### src/rtl/if_stage_pkg.sv
`default_nettype none
// ============================================================================
// Module      : if_stage_pkg
// Description : Shared constants and types for the instruction-fetch stage:
//               next-PC select encodings, exception vectors, bubble
//               instruction and the IF/ID register layout.
// Revision    : 1.0 - initial release
// ============================================================================
package if_stage_pkg;

  // Next-PC select encodings driven by ID/EX control
  localparam logic [2:0] PCSRC_SEQ   = 3'b000;
  localparam logic [2:0] PCSRC_BR    = 3'b001;
  localparam logic [2:0] PCSRC_J     = 3'b010;
  localparam logic [2:0] PCSRC_JR    = 3'b011;
  localparam logic [2:0] PCSRC_ILLOP = 3'b100;
  localparam logic [2:0] PCSRC_XADR  = 3'b101;

  // Exception entry points and the all-zero bubble instruction
  localparam logic [31:0] ILLOP_VEC = 32'h8000_0004;
  localparam logic [31:0] XADR_VEC  = 32'h8000_0008;
  localparam logic [31:0] NOP_INST  = 32'h0000_0000;

  // IF/ID pipeline register contents
  typedef struct packed {
    logic [31:0] inst;
    logic [31:0] pc_plus4;
    logic        valid;
  } ifid_t;

  // Sequential increment keeps the supervisor bit (bit 31) fixed and lets
  // the lower 31 bits wrap within their half of the address space.
  function automatic logic [31:0] pc_inc4(input logic [31:0] pc);
    return {pc[31], pc[30:0] + 31'd4};
  endfunction

endpackage
`default_nettype wire

### src/rtl/if_stage_if.sv
`default_nettype none
// ============================================================================
// Module      : if_stage_if
// Description : Bundle of hazard-control, redirect, instruction-memory and
//               IF/ID signals around the fetch stage. The slave modport is
//               the fetch stage; the master modport is its environment.
// Revision    : 1.0 - initial release
// ============================================================================
interface if_stage_if;

  logic        stall;
  logic        if_flush;
  logic [2:0]  pc_src;
  logic        branch_taken;
  logic [31:0] branch_target;
  logic [31:0] jump_target;
  logic [31:0] jr_target;
  logic [31:0] imem_inst;
  logic [31:0] pc;
  logic [31:0] ifid_inst;
  logic [31:0] ifid_pc_plus4;
  logic        ifid_valid;

  modport master (
    output stall, if_flush, pc_src, branch_taken,
    output branch_target, jump_target, jr_target, imem_inst,
    input  pc, ifid_inst, ifid_pc_plus4, ifid_valid
  );

  modport slave (
    input  stall, if_flush, pc_src, branch_taken,
    input  branch_target, jump_target, jr_target, imem_inst,
    output pc, ifid_inst, ifid_pc_plus4, ifid_valid
  );

endinterface
`default_nettype wire

### src/rtl/if_stage_pc_next_sel.sv
`default_nettype none
// ============================================================================
// Module      : pc_next_sel
// Description : Combinational next-PC selector. Produces the candidate next
//               PC and flags whether it is a redirect (a change of control
//               flow that squashes the wrong-path fetch).
//               Optional feature macro: EXC_VECTOR_EN enables the ILLOP and
//               XADR exception vectors on pc_src 100/101.
// Revision    : 1.0 - initial release
// ============================================================================
module pc_next_sel
  import if_stage_pkg::*;
(
  input  logic [2:0]  i_pc_src,
  input  logic        i_branch_taken,
  input  logic [31:0] i_branch_target,
  input  logic [31:0] i_jump_target,
  input  logic [31:0] i_jr_target,
  input  logic [31:0] i_pc_plus4,
  output logic [31:0] o_next_pc,
  output logic        o_redirect
);

  // Decode pc_src; anything that is not a taken transfer falls through to PC+4
  always_comb begin
    o_next_pc  = i_pc_plus4;
    o_redirect = 1'b0;
    case (i_pc_src)
      PCSRC_BR: begin
        if (i_branch_taken) begin
          o_next_pc  = i_branch_target;
          o_redirect = 1'b1;
        end
      end
      PCSRC_J: begin
        o_next_pc  = i_jump_target;
        o_redirect = 1'b1;
      end
      PCSRC_JR: begin
        o_next_pc  = i_jr_target;
        o_redirect = 1'b1;
      end
`ifdef EXC_VECTOR_EN
      PCSRC_ILLOP: begin
        o_next_pc  = ILLOP_VEC;
        o_redirect = 1'b1;
      end
      PCSRC_XADR: begin
        o_next_pc  = XADR_VEC;
        o_redirect = 1'b1;
      end
`else
      PCSRC_ILLOP, PCSRC_XADR: begin
        o_next_pc  = i_pc_plus4;
        o_redirect = 1'b0;
      end
`endif
      default: begin
        o_next_pc  = i_pc_plus4;
        o_redirect = 1'b0;
      end
    endcase
  end

endmodule
`default_nettype wire

### src/rtl/if_stage.sv
`default_nettype none
// ============================================================================
// Module      : if_stage
// Description : Instruction-fetch stage. Holds the PC and the IF/ID pipeline
//               register; applies stall, flush and redirect from the hazard
//               unit and ID/EX control. PC is purely registered.
//               Optional feature macro: EXC_VECTOR_EN (exception vectors).
// Revision    : 1.0 - initial release
// ============================================================================
module if_stage
  import if_stage_pkg::*;
#(
  parameter logic [31:0] RESET_PC = 32'h8000_0000
) (
  input  logic        clk,
  input  logic        reset,
  if_stage_if.slave   bus
);

  logic [31:0] r_pc;
  ifid_t       r_ifid;
  logic [31:0] w_pc_plus4;
  logic [31:0] w_next_pc;
  logic        w_redirect;

  assign w_pc_plus4 = pc_inc4(r_pc);

  pc_next_sel u_pc_next_sel (
    .i_pc_src        (bus.pc_src),
    .i_branch_taken  (bus.branch_taken),
    .i_branch_target (bus.branch_target),
    .i_jump_target   (bus.jump_target),
    .i_jr_target     (bus.jr_target),
    .i_pc_plus4      (w_pc_plus4),
    .o_next_pc       (w_next_pc),
    .o_redirect      (w_redirect)
  );

  // PC: a redirect overrides stall so a taken transfer is never lost
  always_ff @(posedge clk) begin
    if (reset) begin
      r_pc <= RESET_PC;
    end else if (w_redirect) begin
      r_pc <= w_next_pc;
    end else if (!bus.stall) begin
      r_pc <= w_pc_plus4;
    end
  end

  // IF/ID: flush or redirect squashes the current fetch, stall holds it
  always_ff @(posedge clk) begin
    if (reset || bus.if_flush || w_redirect) begin
      r_ifid <= '{inst: NOP_INST, pc_plus4: 32'h0, valid: 1'b0};
    end else if (!bus.stall) begin
      r_ifid <= '{inst: bus.imem_inst, pc_plus4: w_pc_plus4, valid: 1'b1};
    end
  end

  assign bus.pc            = r_pc;
  assign bus.ifid_inst     = r_ifid.inst;
  assign bus.ifid_pc_plus4 = r_ifid.pc_plus4;
  assign bus.ifid_valid    = r_ifid.valid;

endmodule
`default_nettype wire

### src/flat_wrapper.sv
// flat-port wrapper written by rule: the top's interface ports become plain ports
module if_stage_flat import if_stage_pkg::*;
#(
  parameter logic [31:0] RESET_PC = 32'h8000_0000
)
  (clk, reset, bus_stall, bus_if_flush, bus_pc_src, bus_branch_taken, bus_branch_target, bus_jump_target, bus_jr_target, bus_imem_inst, bus_pc, bus_ifid_inst, bus_ifid_pc_plus4, bus_ifid_valid);
  if_stage_if bus_i ();
  input  logic clk;
  input  logic reset;
  input wire logic [$bits(bus_i.stall)-1:0] bus_stall;
  input wire logic [$bits(bus_i.if_flush)-1:0] bus_if_flush;
  input wire logic [$bits(bus_i.pc_src)-1:0] bus_pc_src;
  input wire logic [$bits(bus_i.branch_taken)-1:0] bus_branch_taken;
  input wire logic [$bits(bus_i.branch_target)-1:0] bus_branch_target;
  input wire logic [$bits(bus_i.jump_target)-1:0] bus_jump_target;
  input wire logic [$bits(bus_i.jr_target)-1:0] bus_jr_target;
  input wire logic [$bits(bus_i.imem_inst)-1:0] bus_imem_inst;
  output wire logic [$bits(bus_i.pc)-1:0] bus_pc;
  output wire logic [$bits(bus_i.ifid_inst)-1:0] bus_ifid_inst;
  output wire logic [$bits(bus_i.ifid_pc_plus4)-1:0] bus_ifid_pc_plus4;
  output wire logic [$bits(bus_i.ifid_valid)-1:0] bus_ifid_valid;
  assign bus_i.stall = bus_stall;
  assign bus_i.if_flush = bus_if_flush;
  assign bus_i.pc_src = bus_pc_src;
  assign bus_i.branch_taken = bus_branch_taken;
  assign bus_i.branch_target = bus_branch_target;
  assign bus_i.jump_target = bus_jump_target;
  assign bus_i.jr_target = bus_jr_target;
  assign bus_i.imem_inst = bus_imem_inst;
  assign bus_pc = bus_i.pc;
  assign bus_ifid_inst = bus_i.ifid_inst;
  assign bus_ifid_pc_plus4 = bus_i.ifid_pc_plus4;
  assign bus_ifid_valid = bus_i.ifid_valid;
  if_stage #(.RESET_PC(RESET_PC)) u_core (.clk(clk), .reset(reset), .bus(bus_i));
endmodule
### config.mk
export PLATFORM = sky130hd
export DESIGN_NAME = if_stage_flat
export DESIGN_NICKNAME = d
export VERILOG_FILES = /design/src/rtl/if_stage_pkg.sv /design/src/rtl/if_stage_if.sv /design/src/rtl/if_stage_pc_next_sel.sv /design/src/rtl/if_stage.sv /design/src/flat_wrapper.sv
export SDC_FILE = /design/constraint.sdc
export NUM_CORES = 1
export LEC_CHECK = 0
export BUFFER_PORTS_ARGS = -buffer_cell sky130_fd_sc_hd__buf_2
export CAP_MARGIN = 5
export CORE_MARGIN = 2
export CORE_UTILIZATION = 47
export CTS_CLUSTER_DIAMETER = 80
export DETAILED_ROUTE_END_ITERATION = 6
export PLACE_DENSITY = 0.79
export SLEW_MARGIN = 20
export SYNTH_ARGS = -nofsm -noshare
export SYNTH_HDL_FRONTEND = slang
export SYNTH_SLANG_ARGS = --single-unit
export TNS_END_PERCENT = 10
### constraint.sdc
create_clock -name clk -period 2.8 [get_ports clk]
set_input_delay 0.56 -clock clk [delete_from_list [all_inputs] [get_ports clk]]
set_output_delay 0.56 -clock clk [all_outputs]
set_load 0.03 [all_outputs]
Word-level counts from Yosys, hierarchy flattened. Cells that the tools add are included.

Muxes and demuxes: 6. Add/subtract/negate cells: 1. Magnitude comparators: 0. Bitwise gates (word level): 0. Shift-type cells: 0. Reduce and logical (&&, ||, !) cells: 5. Multiply operators: 0. Equality and inequality tests: 5. Div/mod/pow operators: 0.

Operator list (count): 32-bit one-hot mux with 3 select lines (1); 32-bit two-way mux (2); 31-bit by 3-bit adder with 31-bit output, second input constant (1); 31-bit two-way mux (1); 3-bit by 2-bit == test with 1-bit output, second input constant (2); 3-bit by 1-bit == test with 1-bit output, second input constant (1); 3-bit AND reduction (1); 3-bit nonzero test (1); 1-bit logical OR (2); 2-bit by 1-bit != test with 1-bit output, second input constant (1); 2-bit != test, second input constant (1); 1-bit one-hot mux with 2 select lines (1); 2-bit OR reduction (1); 1-bit two-way mux (1).

Memory bits (writable): 0. Latch bits: 0. ROM bits: 0. Memories: 0. Word-level logic and storage cells: 22. Bits of input ports: 136. Register bits after elaboration: 97. Output and inout bits: 97.

Logic depth before layout (Yosys ltp). Gate-level depths: netlist of run 1.

Depth after elaboration: 4. Gate-level depth with buffers: 8. Depth with buffers taken out: 6.

Cells and area by module. Synthesis of run 1 repeated with hierarchy kept, for this count alone.

Cell total of the unflattened synthesis: 716. Area, all modules: 5988.2 µm².

By module, submodules not included: if_stage (cells each 540, seq. area each 1941.9 µm², times used 1, area each 4677.0 µm²); pc_next_sel (cells each 176, seq. area each 0.0 µm², times used 1, area each 1311.3 µm²).

Worst setup path after synthesis of run 1. Ideal clock, no wire load.

Kind: register -> register. Start: reg u_core.r_pc[2] (netlist: u_core.bus.pc[2]). End: reg u_core.r_pc[26] (netlist: u_core.bus.pc[26]). Library setup time: 0.088 ns. Cell stages (with the launch flop): 8. Buffers on the path: 1. Required time: 2.712 ns. Path slack: 0.255 ns. Clock period less this slack: 2.545 ns. Arrival: 2.457 ns. Path through: dfxtp_1 -> ha_1 -> nand3_1 -> or2_1 -> clkbuf_1 -> or4_4 -> mux2_1 -> nor4_2.

Word-level cells in the longest chain between the ends: 4. Elaborated cells between the ends (all ways): 5. Those cells by class: add/sub: 1; mux: 4.

Ends and longest elaborated chain: start: declaration (line if_stage.sv:20) `logic [31:0] r_pc;`; start signal: assignment (line if_stage.sv:44) `r_pc <= w_next_pc;`; start signal: assignment (line if_stage.sv:46) `r_pc <= w_pc_plus4;`; 31-bit by 3-bit adder with 31-bit output * (line if_stage_pkg.sv:34) `return {pc[31], pc[30:0] + 31'd4};`; 32-bit two-way mux (line if_stage_pc_next_sel.sv:30) `if (i_branch_taken) begin`; 32-bit one-hot mux with 3 select lines (line if_stage_pc_next_sel.sv:28) `case (i_pc_src)`; 32-bit two-way mux * (line if_stage.sv:43) `end else if (w_redirect) begin`.

Mark *: on every way between the ends. The rest lies on a longest branch, timed or not. The select of a mux whose other input is x is not followed. A chain may end at the register's enable or synchronous reset.

Worst setup path after layout of run 1. Same ends and word-level chain as after synthesis.

==> results of run 1 <==
[where the power goes]
part	leakage (uW)	switching, uW	internal [uW]
clock	0.000104	585	359
combinational	0.00209	354	242
sequential	0.000790	61.4	1430
total	0.00298	1000	2030
[registers in the layout, indices dropped and copies added (netlist names)]
signal / count
u_core.bus.ifid_inst: 32
u_core.bus.ifid_valid: 1
u_core.bus.pc: 32
u_core.bus.ifid_pc_plus4: 32
[cells in the final DEF (no fill, tap or decap), drive strengths merged, types with 3 or more instances in the layout]
cell type	count
nor2	96
nand4	13
and3	4
a21oi	47
o22ai	7
or3	3
o31a	4
nor4	14
nor3b	5
o2bb2ai	4
a31oi	5
or2	3
nand3	10
nand2b	3
xor2	15
mux2i	56
nand2	26
and4	5
or4	3
dfxtp	97
a211oi	3
clkbuf	9
nor3	21
o21ai	33
inv	15
clkinv	3
a221o	3
a222oi	9
mux2	13
xnor2	18
buf	254
[synth_stat cells, types with 2 or more instances]
library cell | number | area (sq um)
a211oi_1 | 3 | 22.5
a21oi_1 | 47 | 235
a221o_1 | 3 | 30.0
a222oi_1 | 9 | 90.1
a31oi_1 | 5 | 31.3
and3_1 | 4 | 25.0
and4_1 | 5 | 43.8
buf_1 | 4 | 15.0
buf_2 | 6 | 30.0
buf_4 | 3 | 22.5
clkbuf_1 | 39 | 146
dfxtp_1 | 97 | 1940
inv_1 | 11 | 41.3
mux2_2 | 12 | 135
mux2i_1 | 56 | 561
nand2_1 | 26 | 97.6
nand2b_1 | 3 | 18.8
nand3_1 | 9 | 45.0
nand4_1 | 13 | 81.3
nor2_1 | 96 | 360
nor3_1 | 21 | 105
nor3b_1 | 5 | 37.5
nor4_1 | 13 | 81.3
nor4b_1 | 2 | 17.5
o21a_1 | 2 | 15.0
o21ai_0 | 33 | 165
o221ai_1 | 2 | 17.5
o22ai_1 | 7 | 43.8
o2bb2ai_1 | 4 | 35.0
o31a_1 | 4 | 35.0
or2_2 | 2 | 12.5
or3_1 | 3 | 18.8
or4_1 | 2 | 15.0
xnor2_1 | 18 | 158
xor2_1 | 15 | 131
[stage by stage]
stage / util / setup WS (ns) / instance area (sq um) / power (uW)
after floorplan: - / 0.255 / 5010 / 1880
after global placement: 0.611 / 0.395 / 6310 / 2100
after detailed placement: 0.611 / 0.320 / 6310 / 2110
after CTS: 0.631 / 0.299 / 6520 / 3040
after global routing: 0.631 / 0.182 / 6520 / 3160
final: 0.631 / 0.267 / 6520 / 3030
[worst min path at each step]
stage / endpoint / slack (ns) / depth (start not counted)
after floorplan: u_core.bus.ifid_pc_plus4[0] / 0.48 / 2
after global placement: u_core.bus.ifid_valid / 0.43 / 1
after detailed placement: u_core.bus.ifid_valid / 0.47 / 1
after CTS: u_core.bus.ifid_inst[15] / 0.40 / 3
after global routing: u_core.bus.ifid_inst[15] / 0.41 / 3
final: u_core.bus.ifid_inst[8] / 0.41 / 3
[cells by family (layout without fill, tap and decap cells)]
group,after synthesis,after routing,synth area share
AOI/OAI and AO/OA,126,126,0.156
xor gates and xnor gates,33,33,0.0576
adders and majority gates,1,1,0.00249
buffers and inverters,64,281,0.0519
DFF,97,97,0.387
muxes,69,69,0.141
and+or+nand+nor,211,211,0.204
[worst max-delay path, stage by stage (launching register included)]
cell	delay [ns]
dfxtp_1	0.46
ha_1	0.27
nand3_1	0.17
or2_1	0.39
or4_4	0.59
mux2_1	0.34
nor4_2	0.24
[final cells by class]
type	instances	area share
Multi-Input combinational cell	440	0.434
Sequential cell	97	0.298
Timing Repair Buffer	254	0.204
Tap cell	136	0.0261
Clock buffer	9	0.0190
Clock inverter	7	0.0125
Inverter	11	0.00634
[per-layer routing]
metal | track usage | vias up | share of wire
met1 | 0.357 | 2510 | 0.42
li1 | - | 2583 | -
met5 | 0 | - | 0
met4 | 0.0900 | 0 | 0.021
met2 | 0.495 | 222 | 0.49
met3 | 0.0599 | 28 | 0.071
==> flow_summary.toml, run 1 <==
[status]
status = "finished, final reports clean"

[drt]
vias_per_cell = 5.60
wire_per_inst_microns = 17.5
vias = 5343
drt_iter0_markers = 289
drt_wl_total_microns = 16700
ant_nets = 0
drc = 0
drtPass1Iterations = 7

[cells_and_area]
ff_latch_area_sq_um = 1940
antenna_cells = 0
area_delta_synth_final_pct = 29.9
fillers = 892
layout-drive-gt1-share = 0.352
instances_no_fill = 954
final_net_count = 950
multi_input_area_sq_um = 2830

[worst_setup_path]
crit_fanout = 7
r2r_slack_ns = 0.27
endpoint_kind = "flip-flop"
worstSetupEndpoint = "u_core.bus.pc[26]"
worstSetupStartpointType = "flip-flop"
rr_worst_depth = 6
path_class = "reg -> reg"
rr_startpoint = "u_core.bus.pc[2]"
r2r_end = "u_core.bus.pc[26]"
arrival_ns = 2.82
startpoint = "u_core.bus.pc[2]"
cp_data_required_time_ns = 3.09

[sta]
fin_crit_sh = 0.905
post-route-min-period_ns = 2.53
tightest_slew_ns = 0.714
slew_headroom = 0.522
setup_viol = 0
fin_setup_tns_ns = 0
rsz0062_at_grt = "false"
finalMaxSlewViolations = 0
finalHoldViolations = 0
hold-worst-slack_ns = 0.413
clock.fmax_ghz = 0.395
skew_ns = 0.0146

[pwr]
ir_drop_mv = 0.388
power_leakage_uw = 0.00298
power_density_nw_per_um2 = 466

[clock_network]
htree_levels = 3
cts_buffers = 9
cts_hold_buf = 0
clock_path_buffers = 2
cts_root_buffer = "clkbuf_8"
cts_setup_buffers = 0
clock_sinks = 97
cts_tree = "yes"
clk_pin_slew_worst_paths_ns = 0.12
clk_latency_ns = 0.37
cts_resized = 0

[place]
placed_cells = 938
hpwlAfterDp_microns = 12600
place_congestion = 0.884
io_buffers = 232

[grt]
gr-total-overflow = 0
grt_start_max_net_pins = 46
grt_first_pass_wirelength_microns = 26100
antenna_found_initial = 0
grt_pass1_vias = 5178
grt_use_total = 0.287

[yosys]
synth_area_sq_um = 5010
synth_cells = 601
seq_area_frac_synth = 0.387
ys_types = 52
synth-edff-count = 0
synth_fp_nets = 738
synth-async-reset-ratio = 0
avgSynthCellArea_sq_um = 8.34
synth_warnings = 0
ys.flop_type = "dfxtp_1"
synth_seq_cells = 97

[die]
die_y_microns = 107
dieArea_sq_um = 11500
core-area_sq_um = 10300
start_util = 0.486
rows = 37
ios = 233
fp.dieW_microns = 107

[min_path]
hold_class = "in -> reg"
hold_start = "bus_imem_inst[8]"

[run]
drv_cap = 0
No activity file was read; power rests on OpenSTA's default activity.
==> run 2, diff against run 1 <==
CELL_PAD_IN_SITES_DETAIL_PLACEMENT = 0   (was default)
CELL_PAD_IN_SITES_GLOBAL_PLACEMENT = 2   (was default)
CORE_UTILIZATION = 26   (was 47)
CTS_CLUSTER_SIZE = 10   (was default)
PLACE_DENSITY = 0.8   (was 0.79)
==> flow_summary.toml, run 2 (synthesis gave the netlist of run 1 again) <==
[status]
status = "finished, final reports clean"

[pwr]
power_leakage_uw = 0.00305
ir_drop_mv = 0.300
total_power_uw = 3360
power_density_nw_per_um2 = 493

[worst_setup_path]
crit_fanout = 6
endpoint_kind = "flip-flop"
critical-path-max-stage-delay_ns = 0.58
cp_data_required_time_ns = 3.07
cp_cell_sequence = "ha_1 -> nand3_1 -> or2_1 -> or4_4 -> mux2_1 -> nor4_2"
arrival_ns = 2.74
cp_num_buf_inv = 0
slowest_stage = "or4_4"
worstSetupStartpointType = "flip-flop"
path_class = "reg -> reg"
crit_family = "simple AND/OR/NAND/NOR gates"

[sta]
rsz0062_at_grt = "false"
slew_headroom = 0.543
finalMaxSlewViolations = 0
setup_viol = 0
post-route-min-period_ns = 2.47
fin_setup_tns_ns = 0
finalHoldViolations = 0
tightest_slew_ns = 0.683
clock.fmax_ghz = 0.405
skew_ns = 0.0109
fin_crit_sh = 0.881

[drt]
drt_wl_total_microns = 18900
wire_per_inst_microns = 17.5
ant_nets = 0
vias_per_cell = 4.86
vias = 5259
drtPass1Iterations = 6
drc = 0
drt_iter0_markers = 287

[place]
hpwlAfterDp_microns = 14600
placed_cell_area_sq_um = 6510
io_buffers = 232
place_congestion = 0.852

[min_path]
hold_class = "in -> reg"

[run]
drv_cap = 0

[cells_and_area]
layout_commonest_cell = "buf_2"
fillers = 2020
layout-drive-gt1-share = 0.356
final_util = 0.362
antenna_cells = 0
final_cell_mix = "231 x buf_2, 97 x dfxtp_1, 96 x nor2_1, 56 x mux2i_1, 47 x a21oi_1"
design_area_sq_um = 6810
multi_input_area_sq_um = 2830
ff_latch_area_sq_um = 1940
final_net_count = 954
area_delta_synth_final_pct = 35.8

[clock_network]
clk_latency_ns = 0.36
clk_pin_slew_worst_paths_ns = 0.08
cts_resized = 0
clock_sinks = 97
cts_hold_buf = 0
cts_tree = "yes"
clock_path_buffers = 2
cts_setup_buffers = 0
cts_root_buffer = "clkbuf_16"
htree_levels = 3
cts_buffers = 9

[die]
core-area_sq_um = 18800
fp.dieW_microns = 143
die_y_microns = 143
rows = 50
start_util = 0.266
dieArea_sq_um = 20400
ios = 233

[grt]
antenna_found_initial = 0
grt_first_pass_wirelength_microns = 28500
grt_use_total = 0.182
grt_start_max_net_pins = 45
gr-total-overflow = 0
grt_pass1_vias = 5140
==> run 2: changes by cell type in the layout (fill, tap and decap cells not counted), moves of 2 or more <==
cell       delta
buf_4         +3
clkbuf_16     +9
clkbuf_8      -9
inv_6         -2
==> run 2: path summary, 6_finish.rpt <==
check                                            from               endpoint  slack [ns]  depth (start not counted)
worst min-delay path            bus_branch_target[31]      u_core.bus.pc[31]        0.43                          3
worst min register to register  u_core.bus.ifid_valid  u_core.bus.ifid_valid        0.46                          1
worst max register to register       u_core.bus.pc[3]      u_core.bus.pc[26]        0.33                          6
worst max-delay path                 u_core.bus.pc[3]      u_core.bus.pc[26]        0.33                          6
==> run 2: final cells by class <==
cell class,count,area share
multi-input cells,440,0.416
flip-flops and latches,97,0.285
repair buffers,258,0.201
well taps,260,0.0478
clock buffers,9,0.0331
clock inverters,7,0.0105
inverters,11,0.00606
==> run 2: worst reg2reg max path, cell delays in order, from the launching register on <==
cell and delay (ns):
dfxtp_1 0.41, ha_1 0.25, nand3_1 0.18, or2_1 0.38
or4_4 0.58, mux2_1 0.34, nor4_2 0.23
==> run 2: per-stage QoR <==
step           hold WS [ns]  std cells  setup WS [ns]
2_1_floorplan         0.483        601          0.255
3_3_place_gp          0.435       1066          0.439
3_5_place_dp          0.443       1066          0.358
4_1_cts               0.415       1082          0.330
5_1_grt               0.419       1082          0.157
6_report              0.429       1082          0.334
==> run 2: per-layer routing <==
layer  share of wire  wire (microns)  vias up  global-route usage
met5               0               0        -                   0
met2            0.50            9360      159               0.313
met1            0.44            8290     2496               0.231
met3           0.056            1060       13              0.0483
li1                -               -     2591                   -
met4           0.010             189        0              0.0313
==> run 2: power by group <==
part           total, uW  internal, uW  leakage (uW)  switching (uW)
combinational        615           248       0.00212             367
clock               1260           630      0.000144             628
sequential          1490          1430      0.000790            55.6
